--- config.mk ---
export PLATFORM = sky130hd
export DESIGN_NAME = lcd_bus_receiver
export DESIGN_NICKNAME = d
export VERILOG_FILES = /design/src/rtl/lcd_bus_receiver.sv
export SDC_FILE = /design/constraint.sdc
export NUM_CORES = 1
export LEC_CHECK = 0
export CORE_MARGIN = 2
export CORE_UTILIZATION = 64
export CTS_CLUSTER_DIAMETER = 50
export DETAILED_ROUTE_END_ITERATION = 8
export GPL_TIMING_DRIVEN = 1
export PLACE_DENSITY = 0.82
export SYNTH_ARGS = -nofsm -noshare
export SYNTH_HDL_FRONTEND = slang
export SYNTH_SLANG_ARGS = --single-unit
--- constraint.sdc ---
create_clock -name clock_50MHz -period 6.4 [get_ports clock_50MHz]
set_input_delay 1.6 -clock clock_50MHz [delete_from_list [all_inputs] [get_ports clock_50MHz]]
set_output_delay 1.6 -clock clock_50MHz [all_outputs]
set_load 0.01 [all_outputs]
--- src/rtl/lcd_bus_receiver.sv ---
// lcd_bus_receiver: passive HD44780 8-bit bus listener that keeps a 2x16 shadow character buffer.
module lcd_bus_receiver #(
  parameter int          EN_MIN_HIGH = 8,
  parameter logic [7:0]  CLEAR_CHAR  = 8'h20
) (
  input  logic       clock_50MHz,
  input  logic       RESET_n,
  input  logic [7:0] LCD_D,
  input  logic       LCD_RS,
  input  logic       LCD_RW,
  input  logic       LCD_EN,
  input  logic [4:0] rd_addr,
  output logic [7:0] rd_data,
  output logic [4:0] cursor_addr,
  output logic       display_on,
  output logic       busy,
  output logic       wr_strobe,
  output logic       overrun
);
  localparam int CW = $clog2(EN_MIN_HIGH + 1);
  typedef enum logic {IDLE, CLEAR} state_t;
  state_t state, state_n;
  logic [10:0] s1, s2;
  logic en_p, lat_rs, lat_rw;
  logic [7:0] lat_d;
  logic [CW-1:0] cnt;
  logic [6:0] ac, ac_n, ac_inc, ac_dec;
  logic id, id_n, disp_n, ovr_n, we, data_wr, commit;
  logic [4:0] clr_idx, wa;
  logic [7:0] wd;
  logic [7:0] mem [32];
  assign commit = en_p & ~s2[10] & (cnt == CW'(EN_MIN_HIGH)) & ~lat_rw;
  assign cursor_addr = {ac[6], ac[3:0]};
  assign busy = state == CLEAR;
  assign ac_inc = ac[3:0] == 4'hF ? {~ac[6], 6'h00} : ac + 7'd1;
  assign ac_dec = ac[3:0] == 4'h0 ? {~ac[6], 6'h0F} : ac - 7'd1;
  always_comb begin
    state_n = state;
    ac_n = ac;
    id_n = id;
    disp_n = display_on;
    ovr_n = overrun;
    we = 1'b0;
    data_wr = 1'b0;
    wa = clr_idx;
    wd = CLEAR_CHAR;
    if (state == CLEAR) begin
      we = 1'b1;
      ovr_n = overrun | commit;
      if (clr_idx == 5'd31) begin
        state_n = IDLE;
        ac_n = 7'h00;
        id_n = 1'b1;
      end
    end else if (commit) begin
      if (lat_rs) begin
        we = 1'b1;
        data_wr = 1'b1;
        wa = cursor_addr;
        wd = lat_d;
        ac_n = id ? ac_inc : ac_dec;
      end else if (lat_d[7]) ac_n = lat_d[5:4] == 2'b00 ? lat_d[6:0] : ac;
      else if (lat_d[6:4] != 3'd0) ac_n = ac;
      else if (lat_d[3]) disp_n = lat_d[2];
      else if (lat_d[2]) id_n = lat_d[1];
      else if (lat_d[1]) ac_n = 7'h00;
      else if (lat_d[0]) state_n = CLEAR;
    end
  end
  always_ff @(posedge clock_50MHz) begin
    if (!RESET_n) begin
      state <= CLEAR;
      s1 <= '0;
      s2 <= '0;
      en_p <= 1'b0;
      cnt <= '0;
      lat_d <= '0;
      lat_rs <= 1'b0;
      lat_rw <= 1'b0;
      ac <= 7'h00;
      id <= 1'b1;
      display_on <= 1'b0;
      overrun <= 1'b0;
      wr_strobe <= 1'b0;
      clr_idx <= '0;
      rd_data <= '0;
    end else begin
      state <= state_n;
      s1 <= {LCD_EN, LCD_RW, LCD_RS, LCD_D};
      s2 <= s1;
      en_p <= s2[10];
      cnt <= !s2[10] ? '0 : cnt == CW'(EN_MIN_HIGH) ? cnt : cnt + 1'b1;
      if (s2[10]) {lat_rw, lat_rs, lat_d} <= s2[9:0];
      ac <= ac_n;
      id <= id_n;
      display_on <= disp_n;
      overrun <= ovr_n;
      wr_strobe <= data_wr;
      clr_idx <= state == CLEAR ? clr_idx + 5'd1 : 5'd0;
      rd_data <= mem[rd_addr];
    end
  end
  always_ff @(posedge clock_50MHz)
    if (RESET_n && we) mem[wa] <= wd;
endmodule
# Word-level counts from Yosys, hierarchy flattened
# Memories as Yosys holds them, arrays and structs flattened. A register that Yosys moved wholly into a read port is not among the register bits.
# Index checks and enable logic that the tools add are counted.
dict set report totals {
  ff_bits 54
  ramBits 256
  input_bits 18
  out_inout_bits 17
  elab_cells 99
  n_memories 1
}
# memory words width read_ports rd_ports_with_merged_regs wr line_no
set mem_list {}
lappend mem_list {mem 32 8 1 1 1 31} ;# logic [7:0] mem [32];
dict set report op_classes {
  addsub 4
  n_eq_ne 12
  n_mux 42
  bitwise 12
  reduce_logical 14
}
# cell n
set op_table {}
lappend op_table {{two-way mux 7 bit} 13}
lappend op_table {{two-way mux 8 bit} 3}
lappend op_table {{two-way mux 1 bit} 23}
lappend op_table {{two-way mux 5 bit} 3}
lappend op_table {{AND reduction 7 bit} 2}
lappend op_table {{!= test 4 x 3 -> 1 bit, second input constant} 3}
lappend op_table {{equality test 4 bit, second input constant} 2}
lappend op_table {{!= test 2 bit, second input constant} 4}
lappend op_table {{inverter 1 bit} 8}
lappend op_table {{adder 7 x 1 -> 7 bit, second input constant} 1}
lappend op_table {{subtractor 7 x 1 -> 7 bit, second input constant} 1}
lappend op_table {{AND reduction 6 bit} 1}
lappend op_table {{adder 5 x 1 -> 5 bit, second input constant} 1}
lappend op_table {{equality test 5 bit, second input constant} 1}
lappend op_table {{adder 4 x 1 -> 4 bit, second input constant} 1}
lappend op_table {{logical NOT 4 bit} 1}
lappend op_table {{!= test 4 bit, second input constant} 1}
lappend op_table {{AND reduction 2 bit} 2}
lappend op_table {{nonzero test 2 bit} 2}
lappend op_table {{nonzero test 4 bit} 1}
lappend op_table {{bitwise AND 1 bit} 3}
lappend op_table {{nonzero test 3 bit} 1}
lappend op_table {{logical NOT 2 bit} 1}
lappend op_table {{!= test 2 x 1 -> 1 bit, second input constant} 1}
lappend op_table {{other kinds (4)} 4}

# Logic depth before layout (Yosys ltp)
# Gate-level depths: netlist (run 1).
dict set report logic_depth {
  depth_word 9
  mapped_depth 9
  depth_no_buf 7
}

# Worst setup path after synthesis (run 1)
# Ideal clock, no wire load.
dict set report synth_timing {
  path_kind {input -> register}
  from {input port rd_addr[0]}
  to {register rd_data[1], read port of mem}
  setup_ns 0.132
  arrival_ns 3.139
  t_required_ns 6.268
  slack_ns 3.129
  path_stages 6
  n_path_buf 2
  path_cell_list {buf_2 buf_2 mux4_2 mux2_2 o221ai_1 a21oi_1}
}
# item line_no
set synth_lines {}
lappend synth_lines {{start: declaration} 12} ;# input logic [4:0] rd_addr,
lappend synth_lines {{end: declaration} 13} ;# output logic [7:0] rd_data,

# Worst setup path after layout (run 1)
dict set report layout_timing {
  from {input port RESET_n}
  to {memory mem[9][5] (enable)}
}
dict set report layout_between {
  elab_chain_cells 3
}
# item line_no
set layout_lines {}
lappend layout_lines {{start: declaration} 7} ;# input logic RESET_n,
lappend layout_lines {{logical AND 1 bit} 104} ;# if (RESET_n && we) mem[wa] <= wd;
lappend layout_lines {{two-way mux 1 bit} 104}
lappend layout_lines {{two-way mux 1 bit (not written as such)} 104}
lappend layout_lines {{end: declaration} 31}
# Every way passes these cells.

==> impl_results.md, run 1 <==
* Pre-antenna DRT Iters at 5
* Total Wirelength at between 20000 and 30000 µm
* Die area at 0.0206 mm²
* Wirelength per Cell at 27.2 µm
* Global Route met1 Usage at 0.421
* Final nets at between 700 and 800
* Startpoint types: primary input
* Via-to-Cell Ratio at around 6.7
* #FFs+latches synth at about 320
* # setup viols final at 0
* Final Max Tran Viols at 0
* Psw at about 0.00091 W
* Largest net degree at the start of global routing at 41
* Met3 Use GR at 0.0480
* Clk slew on worst S/H paths at roughly 0.060 ns
* Worst stage delay on the critical path at 1.14 ns
* Cell area power density at 316 mW/mm²
* Highest Clock Rate at between 200 and 300 MHz
* Int Pwr at between 0.003 and 0.004 W
* Remaining antenna violation count at 0
* Port Buffers at 34
* Synth area leader: edfxtp_1
* Clock Sinks at 316
* Leakage Power at roughly 4.8 nW
* Crit path DAT at 3.88 ns
* Comb pwr share at 0.036
* Clock Power Share at 0.471
* Number of DRC markers in iteration 0 at 950
* Post-synth top flop: edfxtp_1
* Library cells used by synthesis at 50
* Final cell count without fillers at around 1.0k
* Seq/Total Area, Yosys at 0.713
* Post-CTS Setup Inserts at 0
* Yosys Warn Count at 0
* Final Hold Vio Count at 0
* Ys async rst share at 0
* Most frequent cell after synthesis: edfxtp_1
* Vias in the first global route at around 7.1k
* Fin crit period at about 3.8 ns
* Area grow syn2layout at 14.3%
* WS Path Type: in -> reg
* Relative slew slack at 0.0255
* VDD IR-drop max at 0.272 mV
* Syn_nets at approximately 750
* Core area at around 0.019 mm²
* Setup TNS at 0 ns
* CP startpoint: RESET_n
* Grt ovf at 0
* Post-synth top area share at 0.616
* Top cells by area, synth: edfxtp_1 (62%), mux4_2 (12%), dfxtp_1 (9.6%), mux2_2 (1.7%), mux2i_1 (1.7%)
* CTS tree: done
* Starting Density at 0.647
* Post-CTS Resized at 0
* Post-synth EDFFs at roughly 260
* Met2 Resource Use GR at 0.471
* Flop pwr share at 0.493
* Hold_buf cts at 0
* Critical path peak fanout at 40
* Initial antenna violation count at 0
* H-tree lvl count at 2
* Skew final at about 0.021 ns
* IO Pins at 35
* Top cell by count, worst path: buf_4
* Most common library cells after synthesis: edfxtp_1 (256), mux4_2 (64), dfxtp_1 (60), nor2_1 (45)
* Net Sw Frac at 0.202
* Clock Tree Root: clkbuf_16
* Slew at the pin closest to its max-slew limit at 1.45 ns
* GR peak layer: met2
* # diodes at 0
* Placed Cells at 987
* RSZ-0062 raised after global routing: no
* Critical register-to-register path startpoint: s2[10]$_SDFF_PN0_
* Max stage delay cell, worst path: nor3_1
* Critical path cell sequence: clkdlybuf4s50_1, buf_4, nand2_1, buf_4, nor3_1
* Hold Path Class: reg -> reg
* Source of the worst hold timing path: s1[1]$_SDFF_PN0_
* Mean Syn Cell Area at 17.2 µm²
* Cell Area, Synth at about 0.012 mm²
* Detailed Place HPWL at 16600 µm
* CP Capture Type: flip-flop
* Fin crit share at 0.589
* Residual DRC at 0
* GRT Total Usage at 0.293
* CTS buffer count at 34
* Status: finished, final reports clean
* First-pass GRT wire length at between 40000 and 50000 µm
* Max-cap viol count at 0
* Cells after Synth at approximately 720
* Clk buf depth at 3
* Die height at about 140 µm
* Clk_lat worst skew at ~0.51 ns
* # rows at 51
* Die width at between 100 and 150 µm
* Via Count at 6987
* Ratio of cells with drive above 1 in the final layout at 0.218
* CP required at between 6 and 7 ns
* Placer Congestion at 0.876
## layout by cell type, fill, tap and decap left out, types with 4 or more instances in the layout
master | netlist | routed
nand4_1 | 4 | 4
clkbuf_8 | 0 | 4
o21ai_0 | 7 | 7
mux2i_1 | 21 | 20
buf_4 | 8 | 17
clkbuf_16 | 0 | 37
ha_1 | 6 | 6
inv_1 | 11 | 11
mux4_2 | 64 | 64
nor3_1 | 30 | 28
nand2b_1 | 5 | 4
o221ai_1 | 8 | 8
nand2_1 | 19 | 19
a31oi_1 | 10 | 10
edfxtp_1 | 256 | 256
a21oi_1 | 14 | 14
and3_1 | 4 | 4
nor2_1 | 45 | 45
and2_1 | 30 | 30
clkinvlp_4 | 0 | 4
mux2_2 | 19 | 19
dfxtp_1 | 60 | 60
bufinv_16 | 0 | 5
clkdlybuf4s50_1 | 0 | 31
nand3_1 | 8 | 8
a221oi_1 | 7 | 7
xnor2_1 | 4 | 4
## power by group through the flow
stage	registers, W	clock network [W]	logic, W
6_report	0.00222	0.00213	0.000161
3_3_place_gp	0.00227	0	0.000153
4_1_cts	0.00222	0.00214	0.000160
3_5_place_dp	0.00227	0	0.000157
5_1_grt	0.00223	0.00222	0.000171
2_1_floorplan	0.00226	0	0.000109
## through the flow
step	hold WS [ns]	area [µm²]	util	power, W	worst slack, ns
5_1_grt	0.441	14300	0.740	0.00461	2.50
6_report	0.422	14300	0.740	0.00451	2.63
3_3_place_gp	0.416	13000	0.675	0.00242	2.11
3_5_place_dp	0.417	13000	0.676	0.00242	2.20
4_1_cts	0.422	14300	0.740	0.00453	2.68
2_1_floorplan	0.412	12500	-	0.00237	3.13
## final timing paths
check                         endpoint  slack (ns)  cells past startpoint
setup reg to reg  mem[11][5]$_DFFE_PP_        2.74                      4
hold reg to reg       s2[1]$_SDFF_PN0_        0.42                      1
hold / removal        s2[1]$_SDFF_PN0_        0.42                      1
setup / recovery   mem[9][5]$_DFFE_PP_        2.63                      5
## routing by layer
layer  up-vias  part of all wire
met4         0             0.027
li1       2918                 -
met1      3518              0.38
met5         -                 0
met2       499              0.49
met3        52              0.10
## worst max-delay path: cells and delay by family
kind	cells	cell delay, ns
and+or+nand+nor	2	1.24
buffers and inverters	3	1.02
## state kept, by name, indices dropped and copies added, names as in the netlist, 4 cells and up
name     cells
mem        256
lat_d        8
rd_data      8
clr_idx      5
s1          11
ac           5
cnt          4
s2          11
## layout make-up
cell class,instances,area [µm²]
clock buffer,43,990
clock inverter,19,254
fill,1096,5010
inverter,12,45.0
multi-input combinational,344,3310
sequential,316,8890
tap,265,332
timing repair buffer,50,448
## cells by family after synthesis
logic type,Yosys count,synth area share
multiplexers,104,0.150
flip-flops,316,0.713
buffers and inverters,64,0.0237
adder cells (fa/ha/maj),6,0.00602
AND/OR/NAND/NOR,165,0.0687
AO/OA/AOI/OAI,63,0.0352
XOR/XNOR,6,0.00421
No activity file was read; power rests on OpenSTA's default activity.
==> run 2, diff against run 1 <==
CORE_UTILIZATION = 55   (was 64)
PLACE_DENSITY = 0.75   (was 0.82)
clock period = 3.2 ns   (was 6.4 ns; I/O delays follow)
==> run 2 against run 1 <==
Against the previous run: sequential power is 100% higher; worst hold slack better by 0.010 ns; die area is 16% higher; global-route usage is 7.1 points lower; largest power group unchanged; combinational power is 110% higher.
==> impl_results.md, run 2 (same netlist as run 1, synthesis figures left out) <==
* Total Wirelength at about 26000 µm
* Via Count at roughly 6.8k
* Hold Path Class: reg -> reg
* Worst hold path stage count at 1
* Detailed Place HPWL at about 17000 µm
* Final Max Tran Viols at 0
* R2R setup slack at 0.19 ns
* Fin crit share at 0.941
* Fin crit period at 3.01 ns
* Final Hold Vio Count at 0
* Source of the worst hold timing path: s1[8]$_SDFF_PN0_
* Int Pwr at roughly 0.0072 W
* Die height at 155 µm
* Largest registers: mem: 256 flops, s1: 11 flops, s2: 11 flops
* Comb pwr share at 0.038
* FF-to-FF path depth at 7
* Flop pwr share at 0.497
* RSZ-0062 raised after global routing: no
* CP Capture Type: flip-flop
* Area grow syn2layout at 17.2%
* Port Buffers at 34
* # rows at 55
* Initial antenna violation count at 0
* Crit path DAT at approximately 3.3 ns
* Net Sw Frac at 0.196
* Post-CTS Resized at 0
* Die area at 0.0239 mm²
* IO Pins at 35
* Hold_buf cts at 0
* CTS tree: done
* H-tree lvl count at 2
* Remaining antenna violation count at 0
* Max-cap viol count at 0
* Clock Sinks at between 300 and 400
* Highest Clock Rate at 332 MHz
* Via-to-Cell Ratio at just over 6
* Top reg by flops: mem
* Most frequent cells in the layout: edfxtp_1 (256), mux4_2 (64), dfxtp_1 (60)
* R2r endpoint: mem[29][5]$_DFFE_PP_
* Worst stage delay on the critical path at 1.08 ns
* Max stage delay cell, worst path: mux2i_1
* Clock Tree Root: clkbuf_16
* # setup viols final at 0
* Psw at 0.00175 W
* Number of flip-flops in the largest register at approximately 260
* CTS buffer count at 34
* Slew at the pin closest to its max-slew limit at about 1.3 ns
* Number of DRC markers in iteration 0 at around 570
* Starting Density at 0.556
* Status: finished, final reports clean
* CP required at about 3.5 ns
* # diodes at 0
* Largest net degree at the start of global routing at 33
* Relative slew slack at 0.0763
* Vias in the first global route at roughly 6.8k
* Crit path max-delay family: multiplexers
* Grt ovf at 0
* Core area at roughly 0.022 mm²
* Setup TNS at 0 ns
* Post-CTS Setup Inserts at 0
* Clock Power Share at 0.465
* Total power at roughly 0.0089 W
* GRT Total Usage at 0.222
* Leakage Power at between 5 and 6 nW
* Critical register-to-register path startpoint: cnt[0]$_SDFFE_PN0P_
* Cell area power density at 612 mW/mm²
* Residual DRC at 0
* VDD IR-drop max at between 0.3 and 0.4 mV
* Wirelength per Cell at about 23 µm
* WS Path Type: reg -> reg
* Clk buf depth at 3
* Skew final at approximately 0.011 ns
* Worst Hold Path EP: s2[8]$_SDFF_PN0_
* Commonest non-fill, non-tap cell in the layout: edfxtp_1
* Clk slew on worst S/H paths at around 0.06 ns
* First-pass GRT wire length at 40000 µm
* Startpoint types: flip-flop
* Fill cell count at 1471
* Pre-antenna DRT Iters at 5
* Die width at roughly 150 µm
* Critical path peak fanout at 12
* Final nets at a little over 800
* Critical path cell sequence: inv_1, ha_1, nand3b_1, or3_1, mux2i_1, nor3_1, buf_4
* Ratio of cells with drive above 1 in the final layout at 0.252
* Critical path buffers and inverters at 2
* Placer Congestion at around 0.9
* Clk_lat worst skew at around 0.51 ns
-- run 2: worst max path at each step --
stage,start,to,slack (ns),depth (start not counted)
finish,cnt[0]$_SDFFE_PN0P_,mem[29][5]$_DFFE_PP_,0.19,7
CTS,cnt[0]$_SDFFE_PN0P_,mem[29][5]$_DFFE_PP_,0.20,7
floorplan,busy$_SDFF_PN1_,mem[13][0]$_DFFE_PP_,0.60,7
global placement,cnt[0]$_SDFFE_PN0P_,mem[25][1]$_DFFE_PP_,0.34,7
global route,cnt[0]$_SDFFE_PN0P_,mem[27][0]$_DFFE_PP_,0.02,7
detailed placement,cnt[0]$_SDFFE_PN0P_,mem[29][5]$_DFFE_PP_,0.20,7
-- run 2: metal layers --
layer / routed length [µm] / vias to the layer above / GRT usage
met5: 0 / - / 0
met4: 904 / 0 / 0.0904
met3: 1890 / 53 / 0.0345
met2: 12400 / 335 / 0.356
met1: 10500 / 3391 / 0.310
li1: - / 3000 / -
-- run 2: cell type report --
type / count / area [µm²] / share of cell area
well taps: 285 / 357 / 0.0244
multi-input cells: 344 / 3300 / 0.226
repair buffers: 92 / 813 / 0.0556
flip-flops and latches: 316 / 8890 / 0.608
clock inverters: 22 / 277 / 0.0189
clock buffers: 40 / 937 / 0.0641
inverters: 12 / 45.0 / 0.00308
-- run 2: power groups by stage --
stage          clock (W)  combinational (W)  sequential (W)
6_report         0.00415           0.000339         0.00444
5_1_grt          0.00437           0.000363         0.00445
4_1_cts          0.00421           0.000342         0.00444
3_5_place_dp           0           0.000341         0.00453
3_3_place_gp           0           0.000333         0.00453
2_1_floorplan          0           0.000218         0.00453
-- run 2: metrics by stage --
step | instance area, µm² | hold slack [ns] | utilization | setup WS [ns] | instances
floorplan | 12500 | 0.412 | - | 0.604 | 724
finish | 14600 | 0.432 | 0.652 | 0.189 | 1111
detailed placement | 13400 | 0.419 | 0.597 | 0.203 | 1049
global route | 14600 | 0.450 | 0.652 | 0.0167 | 1111
global placement | 13400 | 0.415 | 0.597 | 0.341 | 1049
CTS | 14600 | 0.433 | 0.651 | 0.201 | 1111
